### config.mk
export PLATFORM = sky130hd
export DESIGN_NAME = clk_en_gen
export DESIGN_NICKNAME = d
export VERILOG_FILES = /design/src/rtl/clk_en_gen.sv
export SDC_FILE = /design/constraint.sdc
export NUM_CORES = 1
export LEC_CHECK = 0
export BUFFER_PORTS_ARGS = -buffer_cell sky130_fd_sc_hd__buf_2
export CORE_MARGIN = 3
export CORE_UTILIZATION = 64
export CTS_BUF_LIST = sky130_fd_sc_hd__clkbuf_8
export DETAILED_ROUTE_END_ITERATION = 6
export PLACE_DENSITY = 0.89
export SYNTH_ARGS = -nofsm -noshare
export SYNTH_HDL_FRONTEND = slang
export SYNTH_SLANG_ARGS = --single-unit
### constraint.sdc
create_clock -name clk -period 7.42 [get_ports clk]
set_clock_uncertainty 0.05 [all_clocks]
set_input_delay 0.742 -clock clk [delete_from_list [all_inputs] [get_ports clk]]
set_output_delay 0.742 -clock clk [all_outputs]
set_load 0.02 [all_outputs]
### src/rtl/clk_en_gen.sv
// Multi-channel programmable clock-enable generator.
// Each channel emits a one-cycle tick every (div+1) clk cycles, periodic or one-shot.
//
// state   | meaning
// --------+-----------------------------------------------------------
// IDLE    | channel stopped, counter held at 0, waiting for ch_enable
// RUN     | counting up to div_q, tick on terminal count
// DONE    | one-shot fired, parked until ch_enable drops
module clk_en_gen #(
  parameter int unsigned NUM_CH      = 4,
  parameter int unsigned DIV_W       = 25,
  parameter int unsigned DEFAULT_DIV = 33554431
) (
  input  logic              clk,
  input  logic              rst,
  input  logic [NUM_CH-1:0] ch_enable_i,
  input  logic [NUM_CH-1:0] ch_oneshot_i,
  input  logic [NUM_CH-1:0] div_load_i,
  input  logic [DIV_W-1:0]  div_value_i,
  input  logic              sync_clr_i,
  output logic [NUM_CH-1:0] tick_o,
  output logic [NUM_CH-1:0] active_o,
  output logic              tick_any_o
);

  typedef enum logic [1:0] {
    ST_IDLE = 2'd0,
    ST_RUN  = 2'd1,
    ST_DONE = 2'd2
  } ch_state_e;

  localparam logic [DIV_W-1:0] DEF_DIV = DIV_W'(DEFAULT_DIV);

  logic [NUM_CH-1:0] tick_d;
  logic              tick_any_q;

  for (genvar g = 0; g < NUM_CH; g++) begin : g_ch
    ch_state_e        state_q, state_d;
    logic [DIV_W-1:0] cnt_q, cnt_d;
    logic [DIV_W-1:0] div_q, div_d;
    logic             mode_q, mode_d;
    logic             tick_q, tick_nxt;
    logic             term_cnt;

    assign term_cnt = (cnt_q == div_q);

    always_ff @(posedge clk or posedge rst) begin
      if (rst) begin
        state_q <= ST_IDLE;
        cnt_q   <= '0;
        div_q   <= DEF_DIV;
        mode_q  <= 1'b0;
        tick_q  <= 1'b0;
      end else begin
        state_q <= state_d;
        cnt_q   <= cnt_d;
        div_q   <= div_d;
        mode_q  <= mode_d;
        tick_q  <= tick_nxt;
      end
    end

    always_comb begin
      state_d  = state_q;
      cnt_d    = cnt_q;
      div_d    = div_q;
      mode_d   = mode_q;
      tick_nxt = 1'b0;

      // The divisor register accepts a load in every state, independent of enable.
      if (div_load_i[g]) begin
        div_d = div_value_i;
      end

      unique case (state_q)
        ST_IDLE: begin
          cnt_d = '0;
          if (ch_enable_i[g]) begin
            state_d = ST_RUN;
            mode_d  = ch_oneshot_i[g];
          end
        end
        ST_RUN: begin
          if (!ch_enable_i[g]) begin
            state_d = ST_IDLE;
            cnt_d   = '0;
          end else if (div_load_i[g] || sync_clr_i) begin
            cnt_d = '0;
          end else if (term_cnt) begin
            tick_nxt = 1'b1;
            cnt_d    = '0;
            if (mode_q) begin
              state_d = ST_DONE;
            end
          end else begin
            cnt_d = cnt_q + 1'b1;
          end
        end
        ST_DONE: begin
          cnt_d = '0;
          if (!ch_enable_i[g]) begin
            state_d = ST_IDLE;
          end
        end
        default: begin
          state_d = ST_IDLE;
          cnt_d   = '0;
        end
      endcase
    end

    assign tick_d[g]   = tick_nxt;
    assign tick_o[g]   = tick_q;
    assign active_o[g] = (state_q == ST_RUN);
  end

  // Registered from the next-state ticks so it lines up with tick_o.
  always_ff @(posedge clk or posedge rst) begin
    if (rst) begin
      tick_any_q <= 1'b0;
    end else begin
      tick_any_q <= |tick_d;
    end
  end

  assign tick_any_o = tick_any_q;

endmodule

Word-level counts from Yosys, hierarchy flattened
Index checks and enable logic that the tools add are counted.
{"block": "totals", "out_inout_bits": 9, "elab_cells": 134, "regBits": 217}
{"block": "op_classes", "mux": 60, "addsub": 4, "n_eq_ne": 32, "reduce_logical": 17}
{"cell": "25-bit two-way mux", "n": 16}
{"cell": "25-bit by 1-bit adder with 25-bit output, second input constant", "n": 4}
{"cell": "25-bit == test", "n": 4}
{"cell": "2-bit two-way mux", "n": 24}
{"cell": "3-bit by 2-bit inequality test with 1-bit output, second input constant", "n": 8}
{"cell": "2-bit one-hot mux with 3 select lines", "n": 4}
{"cell": "5-bit AND reduction", "n": 4}
{"cell": "1-bit two-way mux", "n": 16}
{"cell": "2-bit inequality test, second input constant", "n": 8}
{"cell": "3-bit inequality test, second input constant", "n": 4}
{"cell": "2-bit by 1-bit == test with 1-bit output, second input constant", "n": 4}
{"cell": "2-bit == test, second input constant", "n": 4}
{"cell": "2-bit logical NOT", "n": 4}
{"cell": "2-bit AND reduction", "n": 4}
{"cell": "1-bit logical OR", "n": 4}
{"cell": "4-bit OR reduction", "n": 1}

Logic depth before layout (Yosys ltp)
{"block": "depth", "ltp_word": 6, "depth_mapped": 7}

Least setup slack after synthesis
OpenSTA, ideal clock, no wires.
{"block": "synth_timing", "kind": "input -> register", "start": "input port div_load_i[0]", "end": "register g_ch[0].state_q[1]", "slack_ns": 5.248, "n_path_buf": 1, "cell_stages": 5, "arrival_time_ns": 2.039, "cell_sequence": "clkbuf_1 > nor4b_2 > inv_1 > or4_1 > o21ai_0"}
{"block": "synth_via", "elab_chain_len": 3}
{"element": "start, declared", "line": "18", "rtl": "input logic [NUM_CH-1:0] div_load_i,"}
{"element": "1-bit logical OR", "line": "87", "rtl": "end else if (div_load_i[g] || sync_clr_i) begin"}
{"element": "3-bit inequality test (no source line)"}
{"element": "5-bit AND reduction (no source line)"}
{"element": "end signal, assigned", "line": "55", "rtl": "state_q <= state_d;"}
{"element": "end, declared", "line": "38", "rtl": "ch_state_e state_q, state_d;"}
No other way between the ends.
A chain may end at the register's enable or synchronous reset.

Worst setup path after layout
{"block": "layout_timing", "start": "register g_ch[3].cnt_q[9]", "end": "register g_ch[3].cnt_q[19]"}
{"block": "layout_via", "elab_chain_len": 5}
{"element": "start, declared", "line": "39", "rtl": "logic [DIV_W-1:0] cnt_q, cnt_d;"}
{"element": "start signal, assigned", "line": "56", "rtl": "cnt_q <= cnt_d;"}
{"element": "25-bit by 1-bit adder with 25-bit output or 25-bit == test (tied branches)", "line": "96, 45"}
{"element": "25-bit two-way mux (*)", "line": "89", "rtl": "end else if (term_cnt) begin"}
{"element": "25-bit two-way mux (*)", "line": "87"}
{"element": "25-bit two-way mux (*)", "line": "84", "rtl": "if (!ch_enable_i[g]) begin"}
{"element": "25-bit two-way mux (*)", "line": "75", "rtl": "unique case (state_q)"}
{"element": "named net g_ch[3].cnt_d[19]", "line": "39"}
Mark *: on every way through the listed nets, which the timed path passes. The rest lies on a longest branch.

==> results.py <==
metrics = {
    "status": {
        "status": "finished clean",
    },
    "logic_synthesis": {
        "synthesis.nets": 951,
        "dominantRegCellSynth": "dfrtp_1",
        "postSynthRegisterBits": 217,
        "synth.yosys.warnings": 0,
        "synth.avg_cell_area_um2": 11.7,
        "synth_top_area_share": 0.277,
        "synth-edff-count": 0,
        "synthTopCellsByCount": "xor2_1, nor2_1, dfrtp_1",
        "synth.most_common_cell": "xor2_1",
        "synth.area.top_cells": "dfrtp_1, dfstp_2, xor2_1",
        "yosysSeqAreaShare": 0.526,
        "yosys_cell_types": 44,
        "post_synth_instance_area_um2": 10600,
        "postSynthCellCount": 907,
        "synth.largest_area_cell": "dfrtp_1",
        "postSynth.asyncResetShare": 1.00,
    },
    "setup_path": {
        "crit_fanout": 25,
        "critical-path-slowest-cell": "o311ai_4",
        "max_stage_delay_ps": 970,
        "regToRegEndpoint": "g_ch[3].cnt_q[19]",
        "reg2reg_setup_slack_ps": 4770,
        "critPathLaunchType": "flop",
        "worst_ep_required_time_ps": 7720,
        "worstPathBufferInverterCount": 0,
        "cell_family_with_most_cp_delay": "compound AO/OA/AOI/OAI gates",
        "worstReg2RegStart": "g_ch[3].cnt_q[9]",
        "path_cells": "xor2_1 > nor4_1 > nand4_1 > o311ai_4 > nor2_1",
        "r2r_cells": 5,
        "cp-end-kind": "flop",
        "start_to_end_type_of_the_worst_setup_path": "flop to flop",
        "worstPathArrival_ps": 2950,
    },
    "sta": {
        "fin_crit_sh": 0.358,
        "grt_setup_unrepaired": "no",
        "report.final.hold_viol_count": 0,
        "fin_crit_ps": 2650,
        "worstMarginPinSlew_ps": 1080,
        "whs_ps": 312,
        "maxSlewViolCount": 0,
        "final_critical_path_setup_slack_ps": 4770,
        "setup_total_negative_slack_ps": 0,
        "fmaxAchievable_mhz": 377,
        "setup_viol_count_final": 0,
        "worst_slew_margin": 0.277,
    },
    "cts": {
        "clk_latency_ps": 520,
        "total_of_hold_buffers_inserted_after_clock_tree_synthesis": 0,
        "cts.sink_count": 217,
        "cts.repair_timing.setup_buffer_count": 0,
        "clock_tree.htree_level_count": 2,
        "cts_tree": "yes",
        "clk_pin_slew_worst_paths_ps": 60,
        "clock_tree.buffer_depth": 3,
        "master_cell_of_the_clock_root_buffer": "clkbuf_8",
        "cts_made_buffers": 36,
        "cts_repair_resize_count": 0,
    },
    "routing": {
        "detail_route.drc_violations": 0,
        "first_iter_violations": 506,
        "routed_wire_length_per_instance_um": 19.0,
        "routed_via_count": 6953,
        "pre_repair_dr_iteration_count": 5,
        "vias_per_cell": 5.78,
        "drt.antenna.violating_nets": 0,
        "totalWireLength_um": 22900,
    },
    "place": {
        "post_dp_cell_area_um2": 10900,
        "hpwl_um": 15800,
        "post-place-ws_ps": 4510,
        "place_congestion": 0.848,
        "port_buffers": 48,
        "dpl.cell_count": 1140,
    },
    "layout": {
        "antennaDiodeCount": 0,
        "instances_no_fill": 1203,
        "count_of_nets_after_finishing": 1006,
        "final_instance_area_um2": 11600,
        "area_growth_syn_to_layout_pct": 9.78,
        "post_layout_util": 0.725,
        "fill_cells": 1104,
        "final_layout_size_suffix_gt1_frac": 0.321,
    },
    "floorplanning": {
        "die-area_um2": 18100,
        "die_width_um": 135,
        "die_h_um": 135,
        "io_pins": 49,
        "fp-row-count": 46,
        "coreArea_um2": 16000,
        "initial_utilization": 0.661,
    },
    "pwr": {
        "total_power_mw": 2.52,
        "vdd.ir_drop.worst_uv": 159,
        "power_density_nw_per_um2": 217,
        "static-leakage-power_nw": 4.89,
    },
    "worst_hold_path": {
        "hold_class": "input pin to asynchronous set/reset pin",
    },
    "global_route": {
        "number_of_antenna_violations_at_the_first_check_in_global_routing": 0,
        "wire_length_of_the_first_global_routing_pass_um": 37400,
        "grt-ovfl-total": 0,
        "grtUsageTotal": 0.261,
        "first_global_vias": 7227,
        "grt_start_max_net_pins": 113,
    },
    "job": {
        "drv_cap": 0,
    },
}
[metal layers]
metal | wire (µm) | vias to the layer above | GRT usage
met5 | 0 | - | 0
met4 | 638 | 0 | 0.0877
met3 | 1240 | 59 | 0.0529
met2 | 10900 | 195 | 0.425
met1 | 10000 | 3477 | 0.354
li1 | - | 3222 | -
[how the worst max path moves through the flow]
stage,from,end,slack (ps),cells past startpoint
finish,g_ch[3].cnt_q[9],g_ch[3].cnt_q[19],4770,5
global route,g_ch[3].cnt_q[19],g_ch[3].cnt_q[16],4680,5
CTS,g_ch[3].cnt_q[9],g_ch[3].cnt_q[15],4840,5
detailed placement,div_load_i[2],tick_any_o,4510,5
global placement,div_load_i[2],tick_any_o,4550,5
floorplan,rst,g_ch[0].cnt_q[0],860,1
[cell type report]
class,count,area [µm²],share of cell area
clock buffers,44,606,0.0522
clock inverters,19,81.3,0.00701
inverters,15,63.8,0.00550
well taps,216,270,0.0233
flip-flops and latches,217,5560,0.479
repair buffers,50,255,0.0220
multi-input cells,642,4770,0.411
[logic make-up after synthesis]
family | count (synthesis) | share of synthesized area
AOI/OAI and AO/OA | 20 | 0.0178
muxes | 102 | 0.109
and+or+nand+nor | 327 | 0.164
adders and majority gates | 4 | 0.00474
DFF | 217 | 0.526
xor gates and xnor gates | 189 | 0.157
buffers and inverters | 48 | 0.0230
[placed cells by master, fill, tap and decap left out, drive strengths merged, types with 11 or more instances in the layout]
cell / n
nor3: 16
nand4: 27
inv: 32
nor4: 27
dfrtp: 117
xnor2: 54
mux2: 102
nand3: 45
buf: 50
and3: 11
dfstp: 100
nand2: 36
xor2: 135
clkbuf: 44
and4: 15
nor2: 122
[power breakdown]
group	switching (mW)	internal (mW)	leakage [nW]
registers	0.0481	1.29	2.67
logic	0.107	0.0909	1.81
clock network	0.456	0.535	0.410
total	0.611	1.91	4.89
[state kept, by name, indices dropped and copies added, names as in the netlist]
| signal | count |
|---|---|
| g_ch.mode_q | 4 |
| tick_any_o | 1 |
| g_ch.div_q | 100 |
| g_ch.tick_q | 4 |
| g_ch.state_q | 8 |
| g_ch.cnt_q | 100 |
[worst register-to-register path, stage by stage, from the launching register on]
cell	delay [ps]
dfrtp_1	460
xor2_1	190
nor4_1	390
nand4_1	300
o311ai_4	970
nor2_1	140
(Power assumes the default switching activity.)
